--- src/rtl/pe_result_collector.sv ---
// Collects results from NUM_PE processing elements into one pending slot per PE and
// serializes them onto a valid/ready stream with round-robin arbitration.
// Optional feature macro: PE_COLLECT_ACTSUM_EN adds an activation-sum word that travels
// with each data word (pe_actsum in, out_actsum out, per-slot actsum storage).
module pe_result_collector #(
  parameter int NUM_PE = 8,
  parameter int DATA_W = 32,
  parameter int IDX_W  = (($clog2(NUM_PE) > 1) ? $clog2(NUM_PE) : 1)
) (
  input  logic                     clk,
  input  logic                     reset,
  input  logic [NUM_PE-1:0]        pe_valid,
  input  logic [NUM_PE*DATA_W-1:0] pe_data,
`ifdef PE_COLLECT_ACTSUM_EN
  input  logic [NUM_PE*DATA_W-1:0] pe_actsum,
`endif
  input  logic                     clr_ovf,
  output logic                     out_valid,
  input  logic                     out_ready,
  output logic [DATA_W-1:0]        out_data,
`ifdef PE_COLLECT_ACTSUM_EN
  output logic [DATA_W-1:0]        out_actsum,
`endif
  output logic [IDX_W-1:0]         out_pe_idx,
  output logic [NUM_PE-1:0]        ovf_flag
);

  // Pending slots
  logic [NUM_PE-1:0] pend_q, pend_d;
  logic [DATA_W-1:0] data_q [NUM_PE];
  logic [DATA_W-1:0] data_d [NUM_PE];
`ifdef PE_COLLECT_ACTSUM_EN
  logic [DATA_W-1:0] act_q [NUM_PE];
  logic [DATA_W-1:0] act_d [NUM_PE];
  logic [DATA_W-1:0] out_act_q, out_act_d;
`else
  // Without actsum only the data word is stored and forwarded.
`endif

  // Output register and arbiter state
  logic              out_valid_q, out_valid_d;
  logic [DATA_W-1:0] out_data_q, out_data_d;
  logic [IDX_W-1:0]  out_idx_q, out_idx_d;
  logic [IDX_W-1:0]  last_grant_q, last_grant_d;
  logic [NUM_PE-1:0] ovf_q, ovf_d;
  logic [NUM_PE-1:0] ovf_set;

  logic              grant_found;
  logic [IDX_W-1:0]  grant_idx;
  logic [NUM_PE-1:0] grant_oh;
  logic              load;
  // One extra bit so last_grant + k (up to 2*NUM_PE-1) never wraps before the modulo step
  logic [IDX_W:0]    cand;

  // Round-robin search: first pending PE starting after the last grant
  always_comb begin
    grant_found = 1'b0;
    grant_idx   = '0;
    cand        = '0;
    for (int k = 1; k <= NUM_PE; k++) begin
      cand = {1'b0, last_grant_q} + (IDX_W+1)'(k);
      if (cand >= (IDX_W+1)'(NUM_PE)) begin
        cand = cand - (IDX_W+1)'(NUM_PE);
      end
      if (!grant_found && pend_q[cand[IDX_W-1:0]]) begin
        grant_found = 1'b1;
        grant_idx   = cand[IDX_W-1:0];
      end
    end
  end

  // Output register is free to reload when empty or being consumed this cycle
  always_comb begin
    load     = (!out_valid_q || out_ready) && grant_found;
    grant_oh = '0;
    if (load) begin
      grant_oh[grant_idx] = 1'b1;
    end
  end

  // Next state: load granted slot, capture new results, flag dropped ones
  always_comb begin
    pend_d       = pend_q;
    data_d       = data_q;
    last_grant_d = last_grant_q;
    out_valid_d  = out_valid_q;
    out_data_d   = out_data_q;
    out_idx_d    = out_idx_q;
    ovf_set      = '0;
`ifdef PE_COLLECT_ACTSUM_EN
    act_d        = act_q;
    out_act_d    = out_act_q;
`endif

    if (load) begin
      out_valid_d          = 1'b1;
      out_data_d           = data_q[grant_idx];
      out_idx_d            = grant_idx;
      last_grant_d         = grant_idx;
      pend_d[grant_idx]    = 1'b0;
`ifdef PE_COLLECT_ACTSUM_EN
      out_act_d            = act_q[grant_idx];
`endif
    end else if (out_valid_q && out_ready) begin
      out_valid_d = 1'b0;
    end

    // A slot being granted this cycle can accept a new result in the same cycle
    for (int i = 0; i < NUM_PE; i++) begin
      if (pe_valid[i]) begin
        if (!pend_q[i] || grant_oh[i]) begin
          data_d[i] = pe_data[i*DATA_W +: DATA_W];
          pend_d[i] = 1'b1;
`ifdef PE_COLLECT_ACTSUM_EN
          act_d[i]  = pe_actsum[i*DATA_W +: DATA_W];
`endif
        end else begin
          ovf_set[i] = 1'b1;
        end
      end
    end

    // Set takes priority over clear
    ovf_d = (ovf_q & ~{NUM_PE{clr_ovf}}) | ovf_set;
  end

  // State registers with asynchronous reset
  always_ff @(posedge clk or posedge reset) begin
    if (reset) begin
      pend_q       <= '0;
      last_grant_q <= IDX_W'(NUM_PE - 1);
      out_valid_q  <= 1'b0;
      out_data_q   <= '0;
      out_idx_q    <= '0;
      ovf_q        <= '0;
      for (int i = 0; i < NUM_PE; i++) begin
        data_q[i] <= '0;
`ifdef PE_COLLECT_ACTSUM_EN
        act_q[i]  <= '0;
`endif
      end
`ifdef PE_COLLECT_ACTSUM_EN
      out_act_q    <= '0;
`endif
    end else begin
      pend_q       <= pend_d;
      last_grant_q <= last_grant_d;
      out_valid_q  <= out_valid_d;
      out_data_q   <= out_data_d;
      out_idx_q    <= out_idx_d;
      ovf_q        <= ovf_d;
      data_q       <= data_d;
`ifdef PE_COLLECT_ACTSUM_EN
      act_q        <= act_d;
      out_act_q    <= out_act_d;
`endif
    end
  end

  assign out_valid  = out_valid_q;
  assign out_data   = out_data_q;
  assign out_pe_idx = out_idx_q;
  assign ovf_flag   = ovf_q;
`ifdef PE_COLLECT_ACTSUM_EN
  assign out_actsum = out_act_q;
`endif

endmodule
--- config.mk ---
export PLATFORM = sky130hd
export DESIGN_NAME = pe_result_collector
export DESIGN_NICKNAME = d
export VERILOG_FILES = /design/src/rtl/pe_result_collector.sv
export SDC_FILE = /design/constraint.sdc
export NUM_CORES = 1
export LEC_CHECK = 0
export ABC_AREA = 1
export ABC_CLOCK_PERIOD_IN_PS = 13250
export CAP_MARGIN = 20
export CORE_MARGIN = 4
export CORE_UTILIZATION = 35
export CTS_BUF_LIST = sky130_fd_sc_hd__clkbuf_8
export DETAILED_ROUTE_END_ITERATION = 16
export SYNTH_ARGS = -nofsm -noshare
export SYNTH_HDL_FRONTEND = slang
export SYNTH_SLANG_ARGS = --single-unit
--- constraint.sdc ---
create_clock -name clk -period 13.25 [get_ports clk]
set_clock_uncertainty 0.15 [all_clocks]
set_input_delay 1.9875 -clock clk [delete_from_list [all_inputs] [get_ports clk]]
set_output_delay 1.9875 -clock clk [all_outputs]
set_load 0.03 [all_outputs]
# Word-level counts from Yosys, hierarchy flattened
# Index checks and enable logic that the tools add are counted.
[classes]
reduce_logical = 44
add_sub_neg = 16
n_lt_le_gt_ge = 19
n_bitwise = 6
mux = 81
[op_table]
columns = ["operator", "count"]
rows = [
  ["$bmux W32 S3", 1],
  ["$mux W32", 2],
  ["$mux W1", 51],
  ["$mux W3", 16],
  ["$ge A4 B4 Y1 const B", 9],
  ["$lt A3 B4 Y1 const B", 9],
  ["$bmux W1 S3", 8],
  ["$sub A3 B1 Y3 const B", 8],
  ["$add A3 B3 Y4 const B", 4],
  ["$and A8 B8 Y8", 2],
  ["$logic_not A1 Y1", 16],
  ["$mux W8", 2],
  ["$not A8 Y8", 2],
  ["$reduce_and A2 Y1", 8],
  ["$logic_and A1 B1 Y1", 10],
  ["$logic_or A1 B1 Y1", 9],
  ["$add A3 B2 Y4 const B", 2],
  ["$or A8 B8 Y8", 1],
  ["$add A3 B1 Y4 const B", 1],
  ["$add A3 B4 Y4 const B", 1],
  ["$not A3 Y4", 1],
  ["$demux W1 S3", 1],
  ["$ge A3 B1 Y1 const B", 1],
  ["$reduce_bool A2 Y1", 1],
]
[word_totals]
ff_bits = 311
word_cells = 180
input_bits = 268

# Logic depth before layout (Yosys ltp)
[logic_depth]
ltp_word = 36
mapped_depth = 24
ltp_nobuf = 20

# Worst setup path after synthesis
# No wires, ideal clock.
[synth_path]
kind = "input port to flip-flop"
from = "input port out_ready"
to = "register data_q[128] in the netlist's numbering"
arrival_time_ns = 3.075
path_buffers = 1
setup_ns = 0.117
slack_ns = 9.908
cell_stages = 10
cell_sequence = "inv_1 nand2_1 nand2_1 inv_2 nand3_4 o21ai_4 nand2_2 buf_2 nand2_1 nand2_1"
[synth_via]
elab_chain_cells = 5
[synth_lines]
columns = ["item", "line_no", "source"]
rows = [
  ["start, declared", "19", "input logic out_ready,"],
  ["$logic_or A1 B1 Y1", "74", "load = (!out_valid_q || out_ready) && grant_found;"],
  ["$logic_and A1 B1 Y1", "74", ""],
  ["$mux W8", "76", "if (load) begin"],
  ["$logic_or A1 B1 Y1", "111", "if (!pend_q[i] || grant_oh[i]) begin"],
  ["$reduce_and A2 Y1 (no line)", "n/a", ""],
  ["end signal, assigned", "152", "data_q <= data_d;"],
  ["end, declared", "30", "logic [DATA_W-1:0] data_q [NUM_PE];"],
]
# No other way between the ends.
# A chain may end at the register's enable or synchronous reset.

# Worst setup path after layout
[layout_path]
from = "register last_grant_q[0]"
to = "register data_q[184] in the netlist's numbering"
[layout_via]
elab_chain_cells = 34
word_cells_on_any_way = 87
[layout_lines]
columns = ["item", "line_no", "source"]
rows = [
  ["start, declared", "44", "logic [IDX_W-1:0] last_grant_q, last_grant_d;"],
  ["start signal, assigned", "131", "last_grant_q <= IDX_W'(NUM_PE - 1);"],
  ["start signal, assigned", "147", "last_grant_q <= last_grant_d;"],
  ["$add A3 B1 Y4", "61", "cand = {1'b0, last_grant_q} + (IDX_W+1)'(k);"],
  ["$ge A4 B4 Y1 / $sub A3 B1 Y3 (equally long branches)", "62, 63", ""],
  ["$mux W3", "62", "if (cand >= (IDX_W+1)'(NUM_PE)) begin"],
  ["$bmux W1 S3", "65", "if (!grant_found && pend_q[cand[IDX_W-1:0]]) begin"],
  ["$mux W1 (not written as such)", "65", ""],
  ["$mux W1", "65", ""],
  ["$logic_not A1 Y1", "65", ""],
  ["$logic_and A1 B1 Y1", "65", ""],
  ["[... 18 more ...]", "n/a", ""],
  ["$mux W3", "65", ""],
  ["$lt A3 B4 Y1 (not written as such) / $ge A3 B1 Y1 (equally long branches)", "77", "grant_oh[grant_idx] = 1'b1;"],
  ["$logic_and A1 B1 Y1 (not written as such)", "77", ""],
  ["$mux W1 (not written as such)", "77", ""],
  ["$demux W1 S3", "77", ""],
  ["$mux W8 *", "76", ""],
  ["$logic_or A1 B1 Y1 *", "111", ""],
  ["$reduce_and A2 Y1 (no line) *", "n/a", ""],
]
# Mark *: on every way between the ends. The rest lies on a longest branch, timed or not. The select of a mux whose other input is x is not followed.

==> out/metrics.csv <==
stage;metric;value;unit
outcome;status;finished clean;
global_route;first-pass GRT wire length;85.8;mm
clock_network;CTS Buf Count;54;
placement;Final Wtd Congestion;0.928;
global_route;antenna violations before repair;0;
critical_path;CP Class;reg -> reg;
cells_and_area;Final Util;0.461;
timing;Worst Tran Pin Value;0.972;ns
synth;post-synthesis compound-gate area fraction;0.0159;
clock_network;clk buf depth;3;
critical_path;CP max FO;66;
timing;Pins Over Slew Limit;0;
drt;remaining antenna violation count;0;
min_path;min-delay worst type;reg -> reg;
placement;I/O Buffers;311;
synth;xor/xnor share of the synthesized area;0.00169;
drt;Metal-1 WL;26.3;mm
timing;Period minus WS final;6.36;ns
power;Lkg Pwr;10.3;nW
run;max-cap viol count;0;
clock_network;clk_lat worst skew;0.64;ns
synth;sequential area share after synthesis;0.501;
clock_network;H-tree Lvls;2;
clock_network;post-CTS resize count;0;
critical_path;Worst Setup Start Kind;flip-flop;
synth;Cell Area, Synth;15500;um2
power;Power Density;326;nW/um2
cells_and_area;filler instances;4380;
synth;Syn Nets;2379;
synth;Mapped Cells;2109;
drt;Pre-antenna DRT Iters;5;
global_route;Overall Global Routing Usage;0.229;
drt;via/cell ratio;4.97;
timing;Final Hold Fails;0;
drt;routed via count;14800;
timing;Relative slew margins;0.349;
cells_and_area;multi-input logic area;6940;um2
floorplanning;Initial Util;0.357;
synth;largest family of logic cells by synthesized area;simple AND/OR/NAND/NOR gates;
critical_path;crit path capture type;flip-flop;
placement;post-DP HPWL;40.1;mm
clock_network;Worst-path clk slew;0.07;ns
clock_network;Setup Buffers After CTS;0;
timing;RSZ-0062 raised after global routing;false;
drt;max layer used;met4;
cells_and_area;Non-Filler Instances;2981;
drt;# DRC;0;
synth;Yosys reg bits;311;
power;worst vdd ir;0.000374;V
drt;Routed met2 length;24.4;mm
timing;Final Setup Violations;0;
timing;Achievable Freq;0.157;GHz
clock_network;clock sinks;311;
timing;post-route setup TNS;0;ns
floorplanning;FP Rows;76;
critical_path;WP data required;13.61;ns
floorplanning;die area;47800;um2
cells_and_area;final net count;2623;
global_route;largest net degree at the start of global routing;109;
cells_and_area;share of layout cells above drive strength 1;0.0597;
placement;dpl cells;2881;
synth;synth warn;0;
clock_network;CTS Hold Bufs;0;
synth;post-synthesis simple-gate area fraction;0.425;
floorplanning;Core Area;43500;um2
floorplanning;Die H;219;um
synth;proportion of synthesized area in mux cells;0;
drt;metal3 WL;4.39;mm
drt;DRT iter0 DRCs;1374;
clock_network;clk root buf;clkbuf_8;
timing;final worst-path cycle share;0.480;
global_route;vias in the first global route;14600;
synth;Synth Area in Adders;0.00161;
floorplanning;die width;219;um
critical_path;Reg2Reg Depth;18;
cells_and_area;area grow syn2layout;28.9;%
synth;library cells used by synthesis;29;
drt;drt wl/cell;18.8;um
critical_path;Worst Path Arrival;6.72;ns
synth;Avg Cell Area, Syn;7.36;um2
floorplanning;Top Ports;312;
clock_network;CTS tree;done;
cells_and_area;register area;7790;um2
drt;wirelength, routed;55.9;mm
min_path;hold depth;2;
global_route;global route total overflow;0;
through the flow:
step	hold slack, ns	power, W	setup WS [ns]	area, um2
finish	0.317	0.00653	6.89	20000
global route	0.336	0.00710	6.33	20000
CTS	0.324	0.00653	6.93	20000
detailed placement	0.309	0.00560	6.95	18900
global placement	0.303	0.00556	6.96	18900
floorplan	0.292	0.00439	2.52	15500
cells in the mapped netlist:
library cell / n / area (um2)
buf_1: 12 / 45.0
buf_6: 1 / 11.3
o21ai_0: 5 / 25.0
o21ai_1: 1 / 5.00
xnor2_1: 1 / 8.76
buf_4: 8 / 60.1
nor2_1: 111 / 417
nand3b_2: 1 / 11.3
nand2_2: 11 / 68.8
ha_1: 2 / 25.0
nand4_1: 4 / 25.0
nand2_1: 1003 / 3760
clkbuf_1: 30 / 113
nand3b_1: 1 / 7.51
nand4_2: 1 / 12.5
nand3_4: 1 / 17.5
nor2_4: 2 / 22.5
o22ai_1: 9 / 56.3
nand3_1: 443 / 2220
a21oi_1: 3 / 15.0
xor2_1: 2 / 17.5
o21bai_1: 2 / 15.0
o21ai_4: 8 / 130
nand3_2: 4 / 40.0
dfstp_2: 3 / 78.8
inv_2: 4 / 15.0
dfrtp_1: 308 / 7710
inv_1: 33 / 124
buf_2: 95 / 475
cells in the final DEF (no fill, tap or decap), drive strengths merged:
master and instances:
nand2 1014, nand3 448, clkdlybuf4s50 311, dfrtp 308
nor2 113, clkbuf 71, inv 57, buf 23
o21ai 14, o22ai 9, nand4 5, clkinv 4
a21oi 3, dfstp 3, xor2 2, o21bai 2
ha 2, clkinvlp 2, nand3b 2, diode 1
xnor2 1, bufinv 1
final cells by class:
cell class,instances,area share
sequential,311,0.389
multi-input combinational,1615,0.346
timing repair buffer,334,0.165
clock buffer,71,0.0488
tap,585,0.0366
inverter,37,0.00731
clock inverter,27,0.00725
antenna,1,0.000125
routing by layer:
metal  vias up  global-route usage
li1       7218                   -
met1      7021               0.339
met2       532               0.348
met3        47              0.0478
met4         0              0.0493
met5         -                   0
path summary, 6_finish.rpt:
check                                     endpoint                        start  slack, ns
max in group asynchronous   data_q[89]$_DFFE_PP0P_                        reset       9.08
setup reg to reg           data_q[184]$_DFFE_PP0P_  last_grant_q[0]$_DFFE_PP1P_       6.89
hold / removal             data_q[243]$_DFFE_PP0P_      data_q[243]$_DFFE_PP0P_       0.32
min in group asynchronous    out_valid$_DFFE_PP0P_                        reset       1.78
setup / recovery           data_q[184]$_DFFE_PP0P_  last_grant_q[0]$_DFFE_PP1P_       6.89
hold reg to reg            data_q[243]$_DFFE_PP0P_      data_q[243]$_DFFE_PP0P_       0.32
power breakdown:
part | internal, W | total, W | switching (W)
combinational | 0.00111 | 0.00392 | 0.00281
sequential | 0.00142 | 0.00170 | 0.000278
clock | 0.000497 | 0.000905 | 0.000409
total | 0.00303 | 0.00653 | 0.00350
critical path, cell delays in order (launching register included):
cell and delay [ns]:
dfstp_2 0.68, inv_2 0.16, ha_1 0.38, inv_1 0.23
nand3_1 0.15, nand3_2 0.11, nand2_2 0.09, nor2_4 0.16
nand3_1 0.08, nand2_1 0.07, inv_1 0.04, nor2_1 0.17
nand3_4 0.68, nand2_4 0.90, nand2_2 0.32, o21ai_4 0.85
nand2_2 0.67, nand2_1 0.21, nand2_1 0.06
state kept, by name (all words and copies together), names as in the netlist:
signal and cells:
data_q 256, out_data 32, ovf_flag 8, pend_q 8, last_grant_q 3, out_pe_idx 3
out_valid 1
cells by family after synthesis:
family | count (synthesis)
buffers and inverters | 183
adder cells (fa/ha/maj) | 2
AO/OA/AOI/OAI | 28
XOR/XNOR | 3
flip-flops | 311
AND/OR/NAND/NOR | 1582
Note: power is estimated with default switching activity, not from simulation.
